===== config.mk =====
export PLATFORM = sky130hd
export DESIGN_NAME = vdp_sprite_meta_uploader_flat
export DESIGN_NICKNAME = d
export VERILOG_FILES = /design/src/rtl/vdp_sprite_meta_uploader_if.sv /design/src/rtl/vdp_sprite_meta_uploader.sv /design/src/flat_wrapper.sv
export SDC_FILE = /design/constraint.sdc
export NUM_CORES = 1
export LEC_CHECK = 0
export ABC_AREA = 1
export BUFFER_PORTS_ARGS = -buffer_cell sky130_fd_sc_hd__buf_2
export CAP_MARGIN = 20
export CORE_MARGIN = 8
export CORE_UTILIZATION = 54
export CTS_CLUSTER_SIZE = 40
export DETAILED_ROUTE_END_ITERATION = 6
export PLACE_DENSITY_LB_ADDON = 0.1
export SYNTH_ARGS = -nofsm -noshare
export SYNTH_HDL_FRONTEND = slang
export SYNTH_SLANG_ARGS = --single-unit

===== constraint.sdc =====
create_clock -name clk -period 3.1 [get_ports clk]
set_clock_uncertainty 0.2 [all_clocks]
set_input_delay 0 -clock clk [delete_from_list [all_inputs] [get_ports clk]]
set_output_delay 0 -clock clk [all_outputs]
set_load 0.005 [all_outputs]

===== src/rtl/vdp_sprite_meta_uploader_if.sv =====
// Host register-write channel plus the sprite metadata write port driven by the uploader.
// The uploader takes the slave side; the host decode / testbench takes the master side.
interface vdp_sprite_meta_uploader_if;
    logic        host_valid;
    logic        host_ready;
    logic [1:0]  host_reg;
    logic [15:0] host_data;
    logic [7:0]  meta_address;
    logic [15:0] meta_write_data;
    logic [2:0]  meta_block_select;
    logic        meta_we;

    modport master (
        output host_valid,
        output host_reg,
        output host_data,
        input  host_ready,
        input  meta_address,
        input  meta_write_data,
        input  meta_block_select,
        input  meta_we
    );

    modport slave (
        input  host_valid,
        input  host_reg,
        input  host_data,
        output host_ready,
        output meta_address,
        output meta_write_data,
        output meta_block_select,
        output meta_we
    );
endinterface


===== src/rtl/vdp_sprite_meta_uploader.sv =====
// Buffered host front end for the sprite metadata RAMs: SETUP/STEP/DATA register writes are queued
// and drained one word per cycle. Define VDP_SPRITE_META_VBLANK_GATE_EN to drain only while vblank is high.
module vdp_sprite_meta_uploader #(
    parameter int FIFO_DEPTH = 8
) (
    input  logic                             clk,
    input  logic                             reset_n,
    vdp_sprite_meta_uploader_if.slave        bus,
    input  logic                             vblank,
    output logic [4:0]                       fifo_level,
    output logic                             busy
);
    localparam int PTR_W = $clog2(FIFO_DEPTH);

    typedef enum logic [1:0] {
        REG_SETUP = 2'd0,
        REG_DATA  = 2'd1,
        REG_STEP  = 2'd2,
        REG_RSVD  = 2'd3
    } host_reg_e;

    typedef struct packed {
        logic [7:0]  addr;
        logic [2:0]  sel;
        logic [15:0] data;
    } entry_t;

    entry_t            fifo_mem_q [FIFO_DEPTH];
    entry_t            push_entry;
    entry_t            head_entry;

    logic [PTR_W-1:0]  wr_ptr_q, wr_ptr_d;
    logic [PTR_W-1:0]  rd_ptr_q, rd_ptr_d;
    logic [4:0]        level_q, level_d;
    logic [7:0]        addr_q, addr_d;
    logic [2:0]        sel_q, sel_d;
    logic [7:0]        step_q, step_d;

    logic [7:0]        meta_address_q, meta_address_d;
    logic [15:0]       meta_write_data_q, meta_write_data_d;
    logic [2:0]        meta_block_select_q, meta_block_select_d;
    logic              meta_we_q, meta_we_d;

    logic              drain_ok;
    logic              fifo_full;
    logic              fifo_empty;
    logic              host_fire;
    logic              push;
    logic              pop;

`ifdef VDP_SPRITE_META_VBLANK_GATE_EN
    // Hold queued entries during active display so metadata never tears mid-frame.
    assign drain_ok = vblank;
`else
    logic unused_vblank;
    assign unused_vblank = vblank;
    assign drain_ok      = 1'b1;
`endif

    assign fifo_full  = (level_q == 5'(FIFO_DEPTH));
    assign fifo_empty = (level_q == 5'd0);

    // Ready ignores host_reg so SETUP/STEP can never overtake a stalled DATA write.
    assign bus.host_ready = !fifo_full;
    assign host_fire      = bus.host_valid && !fifo_full;
    assign push           = host_fire && (host_reg_e'(bus.host_reg) == REG_DATA);
    assign pop            = !fifo_empty && drain_ok;

    assign push_entry = '{addr: addr_q, sel: sel_q, data: bus.host_data};
    assign head_entry = fifo_mem_q[rd_ptr_q];

    always_comb begin
        // NOTE: every _d starts from its held value so no branch below can infer a latch.
        wr_ptr_d            = wr_ptr_q;
        rd_ptr_d            = rd_ptr_q;
        addr_d              = addr_q;
        sel_d               = sel_q;
        step_d              = step_q;
        meta_address_d      = meta_address_q;
        meta_write_data_d   = meta_write_data_q;
        meta_block_select_d = meta_block_select_q;
        meta_we_d           = 1'b0;

        if (host_fire) begin
            case (host_reg_e'(bus.host_reg))
                REG_SETUP: begin
                    addr_d = bus.host_data[7:0];
                    sel_d  = bus.host_data[10:8];
                end
                REG_STEP: step_d = bus.host_data[7:0];
                REG_DATA: begin
                    wr_ptr_d = wr_ptr_q + PTR_W'(1);
                    addr_d   = addr_q + step_q;
                end
                default: ;
            endcase
        end

        if (pop) begin
            rd_ptr_d            = rd_ptr_q + PTR_W'(1);
            meta_address_d      = head_entry.addr;
            meta_write_data_d   = head_entry.data;
            meta_block_select_d = head_entry.sel;
            meta_we_d           = 1'b1;
        end

        level_d = level_q + 5'(push) - 5'(pop);
    end

    // NOTE: the queue storage has no reset; the pointers and level alone decide which entries are live.
    always_ff @(posedge clk) begin
        if (push) begin
            fifo_mem_q[wr_ptr_q] <= push_entry;
        end
    end

    // NOTE: sequential state uses non-blocking assignments so every flop samples pre-edge values.
    always_ff @(posedge clk or negedge reset_n) begin
        if (!reset_n) begin
            wr_ptr_q            <= '0;
            rd_ptr_q            <= '0;
            level_q             <= 5'd0;
            addr_q              <= 8'h00;
            sel_q               <= 3'b000;
            step_q              <= 8'h01;
            meta_address_q      <= 8'h00;
            meta_write_data_q   <= 16'h0000;
            meta_block_select_q <= 3'b000;
            meta_we_q           <= 1'b0;
        end else begin
            wr_ptr_q            <= wr_ptr_d;
            rd_ptr_q            <= rd_ptr_d;
            level_q             <= level_d;
            addr_q              <= addr_d;
            sel_q               <= sel_d;
            step_q              <= step_d;
            meta_address_q      <= meta_address_d;
            meta_write_data_q   <= meta_write_data_d;
            meta_block_select_q <= meta_block_select_d;
            meta_we_q           <= meta_we_d;
        end
    end

    assign bus.meta_address      = meta_address_q;
    assign bus.meta_write_data   = meta_write_data_q;
    assign bus.meta_block_select = meta_block_select_q;
    assign bus.meta_we           = meta_we_q;

    assign fifo_level = level_q;
    assign busy       = !fifo_empty || meta_we_q;
endmodule


===== src/flat_wrapper.sv =====
// flat-port wrapper written by rule: the top's interface ports become plain ports
module vdp_sprite_meta_uploader_flat 
#(
    parameter int FIFO_DEPTH = 8
)
  (clk, reset_n, vblank, fifo_level, busy, bus_host_valid, bus_host_reg, bus_host_data, bus_host_ready, bus_meta_address, bus_meta_write_data, bus_meta_block_select, bus_meta_we);
  vdp_sprite_meta_uploader_if bus_i ();
  input  logic clk;
  input  logic reset_n;
  input  logic vblank;
  output logic [4:0] fifo_level;
  output logic busy;
  input wire logic [$bits(bus_i.host_valid)-1:0] bus_host_valid;
  input wire logic [$bits(bus_i.host_reg)-1:0] bus_host_reg;
  input wire logic [$bits(bus_i.host_data)-1:0] bus_host_data;
  output wire logic [$bits(bus_i.host_ready)-1:0] bus_host_ready;
  output wire logic [$bits(bus_i.meta_address)-1:0] bus_meta_address;
  output wire logic [$bits(bus_i.meta_write_data)-1:0] bus_meta_write_data;
  output wire logic [$bits(bus_i.meta_block_select)-1:0] bus_meta_block_select;
  output wire logic [$bits(bus_i.meta_we)-1:0] bus_meta_we;
  assign bus_i.host_valid = bus_host_valid;
  assign bus_i.host_reg = bus_host_reg;
  assign bus_i.host_data = bus_host_data;
  assign bus_host_ready = bus_i.host_ready;
  assign bus_meta_address = bus_i.meta_address;
  assign bus_meta_write_data = bus_i.meta_write_data;
  assign bus_meta_block_select = bus_i.meta_block_select;
  assign bus_meta_we = bus_i.meta_we;
  vdp_sprite_meta_uploader #(.FIFO_DEPTH(FIFO_DEPTH)) u_core (.clk(clk), .reset_n(reset_n), .bus(bus_i), .vblank(vblank), .fifo_level(fifo_level), .busy(busy));
endmodule

==> impl_metrics.yaml, run 1 <==
synthesis:
  dominantRegCellSynth: "sky130_fd_sc_hd__edfxtp_1"
  synth_edf_count: 216
  synthTopCellsByArea: "sky130_fd_sc_hd__edfxtp_1, sky130_fd_sc_hd__dfrtp_1, sky130_fd_sc_hd__nand2_1"
  async_reset_ff_frac: 0.212
  post_synth_instance_area_sq_um: 11400
  synthesis.area_per_instance_sq_um: 11.7
  post_synth_num_cell_types: 30
  post_synth_most_frequent_cells: "sky130_fd_sc_hd__edfxtp_1, sky130_fd_sc_hd__nand2_1, sky130_fd_sc_hd__inv_1, sky130_fd_sc_hd__nand3_1, sky130_fd_sc_hd__o21ai_0"
  syn-num-nets: 1017
  syn-instance-count: 977
  synth_largest_area_cell: "sky130_fd_sc_hd__edfxtp_1"
  yosysTopAreaCellShare: 0.569
  most_common_cell_in_the_netlist: "sky130_fd_sc_hd__edfxtp_1"
  ys_ff_latch: 274
  seq_area_frac_synth: 0.697
  synth.yosys.warnings: 0
worst_setup_path:
  worstSetupStartpointType: "flip-flop"
  worst_path_most_repeated_cell: "sky130_fd_sc_hd__dlygate4sd3_1"
  crit_type: "flip-flop to flip-flop"
  setup.reg_to_reg.worst_slack_ns: 0.30
  worst_path_largest_cell_delay_ns: 0.80
  cp_arrival_ns: 3.07
  cells_on_worst_reg2reg_path: 9
  critical_path.max_fanout: 8
  worstSetupEndpointType: "flip-flop"
  crit_chain: "inv_1, ha_1, nand3_2, nand2_2, nor2_4, dlygate4sd3_1, nand3_1, dlygate4sd3_1, nand2_1"
  buf_inv_on_cp: 3
  cp_startpoint: "u_core.fifo_level[2]"
  crit_slowest_cell: "sky130_fd_sc_hd__dlygate4sd3_1"
  crit_family: "buffers and inverters"
  worst_r2r_startpoint: "u_core.fifo_level[2]"
  r2r-end: "u_core.sel_q[0]"
  crit_path_required_time_ns: 3.37
die:
  start_util: 0.545
  die_h_um: 161
  die_width_um: 161
  pin_count: 57
  placement_rows: 53
  placeableCoreArea_sq_um: 20900
  dieArea_sq_um: 26000
placement:
  numPlacedInstances: 1281
  detailed_place_hpwl_um: 13500
  gpl.final_weighted_congestion: 0.800
  io_buffers: 55
hold_path:
  whs_endpoint: "u_core.fifo_mem_q[6][12]"
  hold_path_depth: 2
  launch_instance_of_the_worst_min_delay_path: "bus_host_data[12]"
  timing.hold.worst.class: "input port to flip-flop"
sta:
  finalHoldViolCount: 0
  period_share: 0.904
  grt_setup_unrepaired: "no"
  final_period_minus_worst_setup_slack_ns: 2.80
  pins_over_slew_limit: 0
  worst_max_slew_pin_slew_ns: 0.716
  setup_tns_final_ns: 0
  timing.fmax_ghz: 0.357
  timing.max_slew.rel_slack: 0.522
  finalHoldWorstSlack_ns: 0.0886
  final-setup-viol-count: 0
layout:
  final_nets: 1099
  area_growth_pct: 16.2
  filler_cell_count: 1611
  diodes: 0
  drive_gt1_frac: 0.131
  layout.cells.non_filler: 1355
  final_util: 0.634
power_and_ir_drop:
  power_leakage_uw: 0.00534
  post-layout-total-power_uw: 11400
  pwr_density_cell_nw_per_um2: 864
  max-vdd-ir-drop_v: 0.000481
outcome:
  run_status: "finished, final reports clean"
clocking:
  clock_tree_from_tritoncts: "yes"
  clock_latency_ns: 0.53
  cts_htree_levels: 1
  numClockSinks: 274
  cts_root_buf: "sky130_fd_sc_hd__clkbuf_16"
  bufs_on_longest_clock_path: 3
  path_clk_slew_ns: 0.06
  cts_buf_count: 28
run:
  cap_viol_max_count: 0
routing:
  vias: 7126
  drcViolationCount: 0
  route.antenna.remaining_nets: 0
  postRouteWirelength_um: 23300
  drt_iter0_markers: 586
  vias_per_cell: 5.26
  detailedRoute.firstPassIterationCount: 7
  drt-wirelength-per-cell_um: 17.2
global_routing:
  grt_first_pass_wirelength_um: 37700
  grt_max_degree: 69
  globalRouteTotalUtil: 0.182
  grt_pass1_vias: 7121
  overflow: 0
  number_of_antenna_violations_at_the_first_check_in_global_routing: 0
==> timing repair <==
action,CTS,global route
gates resized for setup,0,0
buffers inserted,0,0
hold endpoints to repair,209,0
hold buffers,23,0
==> final cells by class <==
cell class	instances	area [sq um]	area share
flip-flops and latches	274	7950	0.600
multi-input cells	512	2770	0.209
clock inverters	9	92.6	0.00699
repair buffers	100	746	0.0563
well taps	275	344	0.0260
inverters	143	542	0.0409
clock buffers	42	805	0.0608
==> placed cells by master (no fill, tap or decap), types with 5 or more instances in the layout <==
cell	n
sky130_fd_sc_hd__dfrtp_1	55
sky130_fd_sc_hd__ha_1	16
sky130_fd_sc_hd__buf_12	6
sky130_fd_sc_hd__edfxtp_1	216
sky130_fd_sc_hd__o211ai_1	55
sky130_fd_sc_hd__buf_2	55
sky130_fd_sc_hd__dlygate4sd3_1	23
sky130_fd_sc_hd__o21ai_0	69
sky130_fd_sc_hd__clkbuf_16	29
sky130_fd_sc_hd__clkinv_2	5
sky130_fd_sc_hd__a21oi_1	63
sky130_fd_sc_hd__nand3_1	94
sky130_fd_sc_hd__xor2_1	7
sky130_fd_sc_hd__inv_1	138
sky130_fd_sc_hd__nand2_1	171
sky130_fd_sc_hd__nor2_1	9
sky130_fd_sc_hd__buf_4	16
sky130_fd_sc_hd__clkbuf_1	10
sky130_fd_sc_hd__nor2_4	10
==> metal layers <==
metal	GRT usage	wire length, um	vias up	part of all wire
met1	0.244	10600	3438	0.45
met5	0	0	-	0
met3	0.0257	1060	36	0.046
li1	-	-	3519	-
met4	0.0513	434	0	0.019
met2	0.307	11300	133	0.48
==> power breakdown <==
part | internal (uW) | switching [uW] | total, uW
logic | 1210 | 1960 | 3170
clock network | 1950 | 1290 | 3240
registers | 4520 | 510 | 5030
total | 7680 | 3760 | 11400
==> cell families after synthesis <==
family / synth area share
AO/OA/AOI/OAI: 0.0942
XOR/XNOR: 0.00692
adder cells (fa/ha/maj): 0.0211
buffers and inverters: 0.0662
flip-flops: 0.697
AND/OR/NAND/NOR: 0.115
==> registers in the layout (all words and copies together), names as in the netlist <==
register,count
u_core.addr_q,8
u_core.bus.meta_address,8
u_core.bus.meta_block_select,3
u_core.bus.meta_we,1
u_core.bus.meta_write_data,16
u_core.fifo_level,5
u_core.fifo_mem_q,216
u_core.rd_ptr_q,3
u_core.sel_q,3
u_core.step_q,8
u_core.wr_ptr_q,3
==> metrics by stage <==
| step | setup slack (ns) | area, sq um |
|---|---|---|
| 2_1_floorplan | 0.0760 | 11400 |
| 3_3_place_gp | 0.558 | 12100 |
| 3_5_place_dp | 0.506 | 12100 |
| 4_1_cts | 0.307 | 13200 |
| 5_1_grt | 0.206 | 13200 |
| 6_report | 0.299 | 13200 |
==> worst max path at each step <==
stage	cells after the start	slack, ns	endpoint
floorplan	8	0.08	u_core.fifo_mem_q[0][0]
global placement	9	0.56	u_core.fifo_mem_q[2][11]
detailed placement	9	0.51	u_core.fifo_mem_q[2][11]
CTS	9	0.31	u_core.sel_q[0]
global route	9	0.21	u_core.sel_q[0]
finish	9	0.30	u_core.sel_q[0]
Note: power is estimated with default switching activity, not from simulation.
==> run 2, diff against run 1 <==
--- a/config.mk
+++ b/config.mk
@@ -10,9 +10,12 @@
 export CAP_MARGIN = 20
 export CORE_MARGIN = 8
 export CORE_UTILIZATION = 54
+export CTS_BUF_LIST = sky130_fd_sc_hd__clkbuf_8
 export CTS_CLUSTER_SIZE = 40
 export DETAILED_ROUTE_END_ITERATION = 6
 export PLACE_DENSITY_LB_ADDON = 0.1
+export SKIP_CTS_REPAIR_TIMING = 1
+export SLEW_MARGIN = 30
 export SYNTH_ARGS = -nofsm -noshare
 export SYNTH_HDL_FRONTEND = slang
 export SYNTH_SLANG_ARGS = --single-unit
==> run 2 against run 1 <==
First-iteration DRC count shrank 11%. Core utilization shrank 0.15 points. Sequential share of layout area grew 0.14 points. Cell area shrank 0.24%. Maximum frequency grew 1.1%. Highest routed layer unchanged. Power shrank 2.7%. Largest cell class unchanged. Wire length grew 0.81%. Clock power shrank 9.3%. Setup slack gained 0.030 ns. Via count grew 2.2%. Flip-flop and latch count is the same. Combinational power is essentially flat.
==> impl_metrics.yaml, run 2 (same netlist as run 1, synthesis figures left out) <==
sta:
  worst_max_slew_pin_slew_ns: 0.737
  setup_tns_final_ns: 0
  pins_over_slew_limit: 0
  finalHoldViolCount: 0
  period_share: 0.894
  timing.max_slew.rel_slack: 0.508
  final-setup-viol-count: 0
  final_period_minus_worst_setup_slack_ns: 2.77
  grt_setup_unrepaired: "no"
  timing.fmax_ghz: 0.361
layout:
  regMostFlops: "u_core.fifo_mem_q"
  layout.cells.non_filler: 1390
  layout.cells.most_common_list: "sky130_fd_sc_hd__edfxtp_1, sky130_fd_sc_hd__nand2_1, sky130_fd_sc_hd__inv_1"
  area_growth_pct: 15.9
  diodes: 0
  commonest_non_fill_non_tap_cell_in_the_layout: "sky130_fd_sc_hd__edfxtp_1"
  final_nets: 1117
  drive_gt1_frac: 0.143
  largest_register_ffs: 216
  filler_cell_count: 1650
clocking:
  clock_latency_ns: 0.55
  bufs_on_longest_clock_path: 3
  path_clk_slew_ns: 0.05
  cts_root_buf: "sky130_fd_sc_hd__clkbuf_8"
  numClockSinks: 274
  cts_htree_levels: 2
  cts_buf_count: 46
  clock_tree_from_tritoncts: "yes"
power_and_ir_drop:
  pwr_density_cell_nw_per_um2: 843
  power_leakage_uw: 0.00542
  max-vdd-ir-drop_v: 0.000454
outcome:
  run_status: "finished, final reports clean"
routing:
  vias: 7281
  drcViolationCount: 0
  drt_iter0_markers: 519
  route.antenna.remaining_nets: 0
  postRouteWirelength_um: 23500
  vias_per_cell: 5.24
  detailedRoute.firstPassIterationCount: 5
  drt-wirelength-per-cell_um: 16.9
global_routing:
  number_of_antenna_violations_at_the_first_check_in_global_routing: 0
  grt_busiest_layer: "met2"
  globalRouteTotalUtil: 0.182
  grt_first_pass_wirelength_um: 37400
  grt_use_met1: 0.241
  overflow: 0
  grt_max_degree: 69
  use_met3: 0.0367
  grt_pass1_vias: 7062
  grtUsageMet2: 0.299
worst_setup_path:
  crit_path_required_time_ns: 3.39
  crit_type: "flip-flop to flip-flop"
  cells_on_worst_reg2reg_path: 9
  worst_r2r_startpoint: "u_core.fifo_level[2]"
  cp_startpoint: "u_core.fifo_level[2]"
  r2r-end: "u_core.sel_q[0]"
  setup.reg_to_reg.worst_slack_ns: 0.33
  critical_path.max_fanout: 8
  worstSetupEndpointType: "flip-flop"
  worst_setup_path_endpoint: "u_core.sel_q[0]"
  cp_arrival_ns: 3.06
  worstSetupStartpointType: "flip-flop"
placement:
  numPlacedInstances: 1281
  io_buffers: 55
  gpl.final_weighted_congestion: 0.800
  detailed_place_hpwl_um: 13500
hold_path:
  timing.hold.worst.class: "input port to flip-flop"
die:
  dieArea_sq_um: 26000
  pin_count: 57
  die_width_um: 161
  die_h_um: 161
  placeableCoreArea_sq_um: 20900
  start_util: 0.545
  placement_rows: 53
run:
  cap_viol_max_count: 0
-- run 2: final cells by class --
type	count	area, sq um	area share
Inverter	143	542	0.0410
Tap cell	275	344	0.0260
Clock buffer	50	688	0.0521
Sequential cell	274	7950	0.602
Timing Repair Buffer	100	746	0.0564
Clock inverter	36	178	0.0134
Multi-Input combinational cell	512	2770	0.209
-- run 2: worst min path at each step --
stage / from / endpoint / slack (ns) / cells after the start
floorplan: reset_n / u_core.addr_q[0] / -0.50 / 0
global placement: reset_n / u_core.bus.meta_write_data[15] / -0.19 / 2
detailed placement: reset_n / u_core.bus.meta_write_data[15] / -0.19 / 2
CTS: reset_n / u_core.bus.meta_write_data[12] / -0.78 / 2
global route: bus_host_data[7] / u_core.fifo_mem_q[5][7] / 0.06 / 2
finish: bus_host_data[12] / u_core.fifo_mem_q[5][12] / 0.06 / 2
-- run 2: critical path, cell delays in order (launching register included) --
cell and delay [ns]:
sky130_fd_sc_hd__dfrtp_1 0.38, sky130_fd_sc_hd__inv_1 0.09, sky130_fd_sc_hd__ha_1 0.21, sky130_fd_sc_hd__nand3_2 0.11, sky130_fd_sc_hd__nand2_2 0.10, sky130_fd_sc_hd__nor2_4 0.10
sky130_fd_sc_hd__dlygate4sd3_1 0.79, sky130_fd_sc_hd__nand3_1 0.11, sky130_fd_sc_hd__dlygate4sd3_1 0.58, sky130_fd_sc_hd__nand2_1 0.06
-- run 2: metrics by stage --
step,area [sq um],power [uW],setup WS (ns),util,hold WS [ns]
6_report,13200,11100,0.329,0.632,0.0648
5_1_grt,13200,11900,0.231,0.632,0.0584
4_1_cts,13000,11200,0.491,0.621,-0.780
3_5_place_dp,12100,8270,0.506,0.580,-0.187
3_3_place_gp,12100,8170,0.558,0.580,-0.192
2_1_floorplan,11400,7200,0.0760,-,-0.496
-- run 2: metal layers --
layer | vias up | routed length (um)
li1 | 3572 | -
met5 | - | 0
met2 | 188 | 11200
met1 | 3484 | 10500
met3 | 37 | 1320
met4 | 0 | 488
-- run 2: where the power goes --
part / internal [uW] / total [uW] / switching [uW]
logic: 1210 / 3160 / 1950
registers: 4520 / 5030 / 510
clock network: 1570 / 2940 / 1370
